===== config.mk =====
export PLATFORM = sky130hd
export DESIGN_NAME = urv_mul_iter_flat
export DESIGN_NICKNAME = d
export VERILOG_FILES = /design/src/rtl/urv_mul_iter_if.sv /design/src/rtl/urv_mul_iter.sv /design/src/flat_wrapper.sv
export SDC_FILE = /design/constraint.sdc
export NUM_CORES = 1
export LEC_CHECK = 0
export ABC_CLOCK_PERIOD_IN_PS = 10100
export CAP_MARGIN = 20
export CORE_MARGIN = 3
export CORE_UTILIZATION = 44
export CTS_CLUSTER_SIZE = 16
export DETAILED_ROUTE_END_ITERATION = 8
export GPL_TIMING_DRIVEN = 0
export PLACE_DENSITY = 0.59
export SLEW_MARGIN = 20
export SYNTH_ARGS = -nofsm -noshare
export SYNTH_HDL_FRONTEND = slang
export SYNTH_SLANG_ARGS = --single-unit

===== constraint.sdc =====
create_clock -name clk_i -period 10.1 [get_ports clk_i]
set_clock_uncertainty 0.1 [all_clocks]
set_input_delay 2.02 -clock clk_i [delete_from_list [all_inputs] [get_ports clk_i]]
set_output_delay 2.02 -clock clk_i [all_outputs]
set_load 0.01 [all_outputs]

===== src/rtl/urv_mul_iter_if.sv =====
// Request/response bundle for the iterative multiplier.
// master: the requester driving operands and kill; slave: the multiplier itself.
interface urv_mul_iter_if #(
  parameter int g_width = 32
) ();
  logic               start_i;
  logic [2:0]         fun_i;
  logic [g_width-1:0] rs1_i;
  logic [g_width-1:0] rs2_i;
  logic               kill_i;
  logic               ready_o;
  logic               busy_o;
  logic               done_o;
  logic [g_width-1:0] rd_o;

  modport master (
    output start_i, fun_i, rs1_i, rs2_i, kill_i,
    input  ready_o, busy_o, done_o, rd_o
  );

  modport slave (
    input  start_i, fun_i, rs1_i, rs2_i, kill_i,
    output ready_o, busy_o, done_o, rd_o
  );
endinterface


===== src/rtl/urv_mul_iter.sv =====
// Iterative RISC-V multiplier (MUL/MULH/MULHSU/MULHU) built around one
// g_limb x g_limb unsigned multiplier, one limb product per clock.
// Macro URV_MUL_HIGH_EN enables the high-word variants; without it only the
// low word is computed and MULH* return zero with MUL timing.
module urv_mul_iter #(
  parameter int g_width = 32,
  parameter int g_limb  = 16
) (
  input  logic              clk_i,
  input  logic              rst_n_i,
  urv_mul_iter_if.slave     bus
);

  localparam int N  = g_width / g_limb;
  localparam int CW = (N > 1) ? $clog2(N) : 1;
  localparam logic [CW-1:0] LAST = CW'(N - 1);
`ifdef URV_MUL_HIGH_EN
  localparam int ACC_W = 2 * g_width;
`else
  localparam int ACC_W = g_width;
`endif

  typedef enum logic [1:0] {S_IDLE, S_CALC, S_FIX} state_t;

  state_t             r_state;
  state_t             w_next;
  logic [g_width-1:0] r_a;
  logic [g_width-1:0] r_b;
  logic [2:0]         r_fun;
  logic [ACC_W-1:0]   r_acc;
  logic [CW-1:0]      r_i;
  logic [CW-1:0]      r_j;
  logic [g_width-1:0] r_rd;
  logic               r_done;

  logic               w_accept;
  logic               w_high;
  logic               w_full_iter;
  logic [CW-1:0]      w_jmax;
  logic               w_last;
  logic [g_limb-1:0]  w_la;
  logic [g_limb-1:0]  w_lb;
  logic [2*g_limb-1:0] w_prod;
  logic [CW:0]        w_sh;
  logic [ACC_W-1:0]   w_term;
  logic [g_width-1:0] w_word;
  logic [g_width-1:0] w_mag1;
  logic [g_width-1:0] w_mag2;

`ifdef URV_MUL_HIGH_EN
  logic               r_sign;
  logic               w_neg1;
  logic               w_neg2;
  logic [ACC_W-1:0]   w_fixed;

  // Two's-complement magnitude; -2^(g_width-1) maps to 2^(g_width-1) unsigned.
  function automatic logic [g_width-1:0] mag_f(input logic signed [g_width-1:0] x,
                                               input logic neg);
    return neg ? g_width'(-x) : g_width'(x);
  endfunction

  // Negate the full-width product when the operand signs differ.
  function automatic logic [ACC_W-1:0] neg_acc_f(input logic [ACC_W-1:0] x,
                                                 input logic neg);
    return neg ? ACC_W'(-x) : x;
  endfunction

  // MULH treats both operands signed, MULHSU only rs1.
  assign w_neg1 = ((bus.fun_i == 3'b001) || (bus.fun_i == 3'b010)) &&
                  ($signed(bus.rs1_i) < 0);
  assign w_neg2 = (bus.fun_i == 3'b001) && ($signed(bus.rs2_i) < 0);
  assign w_mag1 = mag_f($signed(bus.rs1_i), w_neg1);
  assign w_mag2 = mag_f($signed(bus.rs2_i), w_neg2);
  assign w_full_iter = w_high;
  assign w_fixed = neg_acc_f(r_acc, r_sign);
  assign w_word  = w_high ? w_fixed[ACC_W-1:g_width] : w_fixed[g_width-1:0];
`else
  assign w_mag1 = bus.rs1_i;
  assign w_mag2 = bus.rs2_i;
  assign w_full_iter = 1'b0;
  assign w_word  = w_high ? '0 : r_acc;
`endif

  assign w_accept = bus.start_i & (r_state == S_IDLE) & ~bus.kill_i;
  assign w_high   = (r_fun == 3'b001) || (r_fun == 3'b010) || (r_fun == 3'b011);

  // MUL only needs the partial products landing in the low word (i+j < N).
  assign w_jmax = w_full_iter ? LAST : (LAST - r_i);
  assign w_last = (r_i == LAST) && (r_j == w_jmax);

  assign w_la   = g_limb'(r_a >> (r_i * g_limb));
  assign w_lb   = g_limb'(r_b >> (r_j * g_limb));
  assign w_prod = {{g_limb{1'b0}}, w_la} * {{g_limb{1'b0}}, w_lb};
  assign w_sh   = {1'b0, r_i} + {1'b0, r_j};
  assign w_term = ACC_W'((2 * g_width)'(w_prod) << (w_sh * g_limb));

  // State register.
  always_ff @(posedge clk_i or negedge rst_n_i) begin
    if (!rst_n_i) r_state <= S_IDLE;
    else          r_state <= w_next;
  end

  // Next-state: kill returns to IDLE from any busy state.
  always_comb begin
    w_next = r_state;
    case (r_state)
      S_IDLE:  if (w_accept) w_next = S_CALC;
      S_CALC:  if (bus.kill_i) w_next = S_IDLE;
               else if (w_last) w_next = S_FIX;
      S_FIX:   w_next = S_IDLE;
      default: w_next = S_IDLE;
    endcase
  end

  // Operand capture, limb accumulation and result writeback.
  always_ff @(posedge clk_i or negedge rst_n_i) begin
    if (!rst_n_i) begin
      r_a    <= '0;
      r_b    <= '0;
      r_fun  <= '0;
      r_acc  <= '0;
      r_i    <= '0;
      r_j    <= '0;
      r_rd   <= '0;
      r_done <= 1'b0;
`ifdef URV_MUL_HIGH_EN
      r_sign <= 1'b0;
`endif
    end else begin
      r_done <= 1'b0;
      case (r_state)
        S_IDLE: begin
          if (w_accept) begin
            r_a   <= w_mag1;
            r_b   <= w_mag2;
            r_fun <= bus.fun_i;
            r_acc <= '0;
            r_i   <= '0;
            r_j   <= '0;
`ifdef URV_MUL_HIGH_EN
            r_sign <= w_neg1 ^ w_neg2;
`endif
          end
        end
        S_CALC: begin
          if (bus.kill_i) begin
            r_acc <= '0;
          end else begin
            r_acc <= r_acc + w_term;
            if (r_j == w_jmax) begin
              r_j <= '0;
              r_i <= r_i + CW'(1);
            end else begin
              r_j <= r_j + CW'(1);
            end
          end
        end
        S_FIX: begin
          if (!bus.kill_i) begin
            r_rd   <= w_word;
            r_done <= 1'b1;
          end
        end
        default: ;
      endcase
    end
  end

  assign bus.ready_o = (r_state == S_IDLE);
  assign bus.busy_o  = (r_state == S_CALC) || (r_state == S_FIX);
  assign bus.done_o  = r_done;
  assign bus.rd_o    = r_rd;

endmodule


===== src/flat_wrapper.sv =====
// flat-port wrapper written by rule: the top's interface ports become plain ports
module urv_mul_iter_flat 
#(
  parameter int g_width = 32,
  parameter int g_limb  = 16
)
  (clk_i, rst_n_i, bus_start_i, bus_fun_i, bus_rs1_i, bus_rs2_i, bus_kill_i, bus_ready_o, bus_busy_o, bus_done_o, bus_rd_o);
  urv_mul_iter_if #(.g_width(g_width)) bus_i ();
  input  logic clk_i;
  input  logic rst_n_i;
  input wire logic [$bits(bus_i.start_i)-1:0] bus_start_i;
  input wire logic [$bits(bus_i.fun_i)-1:0] bus_fun_i;
  input wire logic [$bits(bus_i.rs1_i)-1:0] bus_rs1_i;
  input wire logic [$bits(bus_i.rs2_i)-1:0] bus_rs2_i;
  input wire logic [$bits(bus_i.kill_i)-1:0] bus_kill_i;
  output wire logic [$bits(bus_i.ready_o)-1:0] bus_ready_o;
  output wire logic [$bits(bus_i.busy_o)-1:0] bus_busy_o;
  output wire logic [$bits(bus_i.done_o)-1:0] bus_done_o;
  output wire logic [$bits(bus_i.rd_o)-1:0] bus_rd_o;
  assign bus_i.start_i = bus_start_i;
  assign bus_i.fun_i = bus_fun_i;
  assign bus_i.rs1_i = bus_rs1_i;
  assign bus_i.rs2_i = bus_rs2_i;
  assign bus_i.kill_i = bus_kill_i;
  assign bus_ready_o = bus_i.ready_o;
  assign bus_busy_o = bus_i.busy_o;
  assign bus_done_o = bus_i.done_o;
  assign bus_rd_o = bus_i.rd_o;
  urv_mul_iter #(.g_width(g_width), .g_limb(g_limb)) u_core (.clk_i(clk_i), .rst_n_i(rst_n_i), .bus(bus_i));
endmodule

# Word level (Yosys, flattened, before mapping)
# Index checks and enable logic that the tools add are counted.
# word_totals
regBits,136
output_inout_bits,35
word_cells,60
# op_classes
add_sub_neg,5
n_mul,1
eq_ne,10
shift,3
muxes,17
bitwise_logic,3
n_reduce_logical,12
# ops
cell,count
$mux W32,3
$pmux W32 S2,1
$shr A32 B5 Y16,2
$add A32 B32 Y32,1
$mul A16 B16 Y32,1
$shl A32 B6 Y32,1
$reduce_and A2 Y1,4
$mux W1,7
$eq A3 B2 Y1 const B,2
$mux W2,3
$ne A2 B1 Y1 const B,2
$pmux W1 S2,2
$pmux W2 S2,1
$reduce_and A4 Y1,1
$eq A3 B1 Y1 const B,1
$logic_or A1 B1 Y1,3
$ne A3 B2 Y1 const B,1
$reduce_and A3 Y1,1
$add A1 B1 Y1 const B,2
$add A1 B1 Y2,1
$and A1 B1 Y1,2
$eq A2 B1 Y1 const B,1
$eq A2 B2 Y1 const B,1
$logic_not A2 Y1,1
6 further kinds,6

# Longest topological paths before layout
# depth
depth_word,6
depth_mapped,38

# Worst setup path before layout
# No wires, ideal clock.
# synth_path
kind,flip-flop to flip-flop
start,reg u_core.r_i
end,reg u_core.r_acc[31]
arrival_time_ns,8.905
t_required_ns,9.872
setup_slack_ns,0.967
path_stages_with_launch,37
period_less_slack_ns,9.133
path_cell_list,dfrtp_1 > clkbuf_1 > clkbuf_1 > buf_1 > mux2i_1 > nor2_1 > fa_1 > inv_1 > fa_1 > fa_1 > fa_1 > inv_1 > fa_1 > inv_1 > fa_1 > inv_1 > ha_1 > and2_1 > and3_1 > a31oi_1 > o311a_2 > o21ai_1 > xnor2_1 > nor2_1 > a21oi_1 > nor2_1 > ha_1 > a21o_2 > a31o_2 > or3_2 > nand2_1 > o211a_1 > nor2b_1 > a221oi_2 > xnor2_1 > a21oi_1 > o22ai_1
# synth_via
elab_chain_cells,6
word_cells_on_any_way,7
# synth_lines
item,line_no,rtl
from (decl),urv_mul_iter.sv:31,logic [CW-1:0] r_i;
from (signal assigned),urv_mul_iter.sv:152,r_i <= r_i + CW'(1);
$shr A32 B5 Y16,urv_mul_iter.sv:91,assign w_la = g_limb'(r_a >> (r_i * g_limb));
$mul A16 B16 Y32,urv_mul_iter.sv:93,"assign w_prod = {{g_limb{1'b0}}, w_la} * {{g_limb{1'b0}}, w_lb};"
$shl A32 B6 Y32 (*),urv_mul_iter.sv:95,assign w_term = ACC_W'((2 * g_width)'(w_prod) << (w_sh * g_limb));
$add A32 B32 Y32 (*),urv_mul_iter.sv:149,r_acc <= r_acc + w_term;
$mux W32 (*),urv_mul_iter.sv:146,if (bus.kill_i) begin
$pmux W32 S2 (*),urv_mul_iter.sv:131,case (r_state)
to (signal assigned),urv_mul_iter.sv:149,
to (decl),urv_mul_iter.sv:30,logic [ACC_W-1:0] r_acc;
# Every way passes the cells marked *; elsewhere a longest branch is shown, timed or not.
# A chain may end at the register's enable or synchronous reset.

# Worst setup path in the final report
# Ends and elaborated chain as after synthesis.

==> results.yml <==
critical_path:
  cp_common_cell: "fa_1"
  cp-startpoint: "u_core.r_i$_DFFE_PN0P_"
  cp_max_fo: 10
  reg2reg_depth: 34
  r2r_start: "u_core.r_i$_DFFE_PN0P_"
  critical_path_arrival_ps: 9790
  worst-setup-path-type: "reg -> reg"
  regToRegEndpoint: "u_core.r_acc[31]$_DFFE_PN0P_"
  slowest_stage: "fa_1"
  crit_path_end: "u_core.r_acc[31]$_DFFE_PN0P_"
  crit_required_ps: 10320
  critPathMaxStageDelay_ps: 550
  cp-start-kind: "flop"
  cp-end-kind: "flop"
  rrSetupSlack_ps: 530
finish:
  nNetsFinal: 2151
  area_growth_pct: 16.0
  final_common_cell: "inv_1"
  drive_above_1_share_pct: 11.3
  final_cell_mix: "inv_1, fa_1, nand2_1"
  final_util_pct: 52.1
  fillCellCount: 3226
  num_antenna_cells: 0
synth:
  ys.flop_type: "dfrtp_1"
  yosys.cell_types.count: 69
  syn-cell-area_sq_um: 15600
  syn_avg_cell_area_sq_um: 9.68
  synth_cells: 1613
  synthArstFlopShare_pct: 100
  syn_nets: 2020
  yosysSeqAreaShare_pct: 21.8
  yosys_register_bits: 136
  yosys_warnings: 0
  synth_enable_flop_cells: 0
grt:
  grt_max_degree: 93
  antenna_found_initial: 1
  track_usage_pct: 23.0
  grt_pass1_wl_microns: 67600
  grt-ovfl-total: 0
  grt_pass1_vias: 12214
clock_tree:
  cts_tree: "yes"
  path_clk_slew_ps: 60
  cts_made_buffers: 17
  htree_levels: 4
  clk_latency_ps: 470
  clock-root-buffer: "clkbuf_16"
  clock-sinks: 136
  clockBufferDepth: 2
timing:
  max_slew_margin_pct: 30.8
  fin_crit_ps: 9570
  finalHoldViolCount: 0
  setup_ws_ps: 531
  fmax_mhz: 105
  rsz0062_at_grt: "false"
  period_share_pct: 94.7
  setup_viol: 0
  slew_viol_final: 0
  tightest_slew_ps: 1040
hold_path:
  hold_path_class: "reg -> reg"
detailed_routing:
  avgRoutedWirePerCell_microns: 19.5
  initialDrtViolationCount: 721
  antenna_left: 0
  num_vias: 12065
  vias_per_cell: 5.46
  wirelength_microns: 43100
  drt_pass1_iterations: 5
  drcViolationCount: 0
outcome:
  status: "finished clean"
floorplan:
  core_area_sq_um: 34700
  start_util_pct: 45.0
  rows: 68
  die_y_microns: 194
  dieArea_sq_um: 37800
  io_pins: 106
  die_width_microns: 194
placement:
  port_buffers: 105
  hpwlAfterDp_microns: 35200
  gp_congestion: 0.936
  pre_cts_ws_ps: -1210
flow_run:
  cap_violations: 0
[synthesized netlist by cell type (8+ instances only)]
library cell / n / area, sq um
xor2_1: 14 / 123
o21bai_1: 9 / 67.6
mux2i_1: 35 / 350
a31oi_1: 8 / 50.1
nor2b_1: 9 / 56.3
mux2_2: 97 / 1090
clkbuf_1: 41 / 154
o21a_1: 8 / 60.1
ha_1: 141 / 1760
nor2_1: 166 / 623
o21ai_0: 32 / 160
fa_1: 195 / 3900
nor3_1: 8 / 40.0
and2_1: 13 / 81.3
nand3_1: 10 / 50.1
nand2_1: 169 / 634
dfrtp_1: 136 / 3400
nand2b_1: 8 / 50.1
a21o_1: 20 / 150
inv_1: 251 / 942
xnor2_1: 40 / 350
a22o_1: 58 / 508
a21oi_1: 52 / 260
[layout make-up]
cell class	instances	area (sq um)	share of cell area, %
Multi-Input combinational cell	1177	11200	62.1
Tap cell	455	569	3.14
Sequential cell	136	3400	18.8
Clock buffer	18	439	2.43
Clock inverter	13	123	0.677
Buffer	46	228	1.26
Timing Repair Buffer	115	1160	6.43
Inverter	251	942	5.20
[sequential cells by signal (all words and copies together) (netlist names)]
signal / count
u_core.r_fun: 3
u_core.bus.done_o: 1
u_core.r_a: 32
u_core.bus.rd_o: 32
u_core.r_state: 2
u_core.r_acc: 32
u_core.r_j: 1
u_core.r_b: 32
u_core.r_i: 1
[through the flow]
step                      cells  instance area [sq um]  hold slack [ps]  TNS, ps
after floorplan            1613                  15600              366        0
after global placement     2173                  17200              385    -7600
after detailed placement   2174                  17300              391    -8650
after CTS                  2204                  17900              407        0
after global routing       2211                  18100              418        0
final                      2211                  18100              401        0
[layer usage]
metal / track usage (%) / vias to the layer above / wire length, microns / share of wire [%]
li1: - / 5541 / - / -
met1: 32.3 / 6131 / 19300 / 45
met2: 36.5 / 341 / 20100 / 47
met3: 4.37 / 52 / 2770 / 6.4
met4: 6.94 / 0 / 902 / 2.1
met5: 0 / - / 0 / 0
[critical path: cells and delay by family (launching register included)]
kind | cells | cell delay, ps
adders and majority gates | 8 | 3700
muxes | 1 | 540
DFF | 1 | 400
and+or+nand+nor | 8 | 1490
xor gates and xnor gates | 2 | 300
buffers and inverters | 7 | 940
AOI/OAI and AO/OA | 8 | 1900
[kinds of logic (layout without fill, tap and decap cells)]
kind of cell             count (synthesis)  count (layout)  synth area share, %
AO/OA/AOI/OAI                          244             244                 11.2
buffers and inverters                  300             443                 7.33
flip-flops                             136             136                 21.8
adder cells (fa/ha/maj)                336             336                 36.3
XOR/XNOR                                54              54                 3.03
AND/OR/NAND/NOR                        411             411                 11.1
multiplexers                           132             132                 9.24
[what timing repair did]
| item | 4_1_cts | 5_1_grt |
|---|---|---|
| pin swaps | 0 | 1 |
| hold buffers | 0 | 0 |
| setup buffers | 0 | 9 |
| setup endpoints to repair | 14 | 6 |
| gates resized for setup | 17 | 47 |
[worst min-delay path by stage]
stage,start,to,slack [ps],cells after the start
3_5_place_dp,u_core.bus.rd_o[22]$_DFFE_PN0P_,u_core.bus.rd_o[22]$_DFFE_PN0P_,390,1
6_report,u_core.bus.rd_o[1]$_DFFE_PN0P_,u_core.bus.rd_o[1]$_DFFE_PN0P_,400,1
5_1_grt,u_core.bus.rd_o[19]$_DFFE_PN0P_,u_core.bus.rd_o[19]$_DFFE_PN0P_,420,1
2_1_floorplan,u_core.r_acc[31]$_DFFE_PN0P_,u_core.bus.rd_o[31]$_DFFE_PN0P_,370,1
4_1_cts,u_core.r_b[25]$_DFFE_PN0P_,u_core.r_b[25]$_DFFE_PN0P_,410,1
3_3_place_gp,u_core.r_b[25]$_DFFE_PN0P_,u_core.r_b[25]$_DFFE_PN0P_,380,1
Power is left out: the tool's default activity adds up to more than one toggle a clock period on the data nets, which glitch-free logic cannot reach.
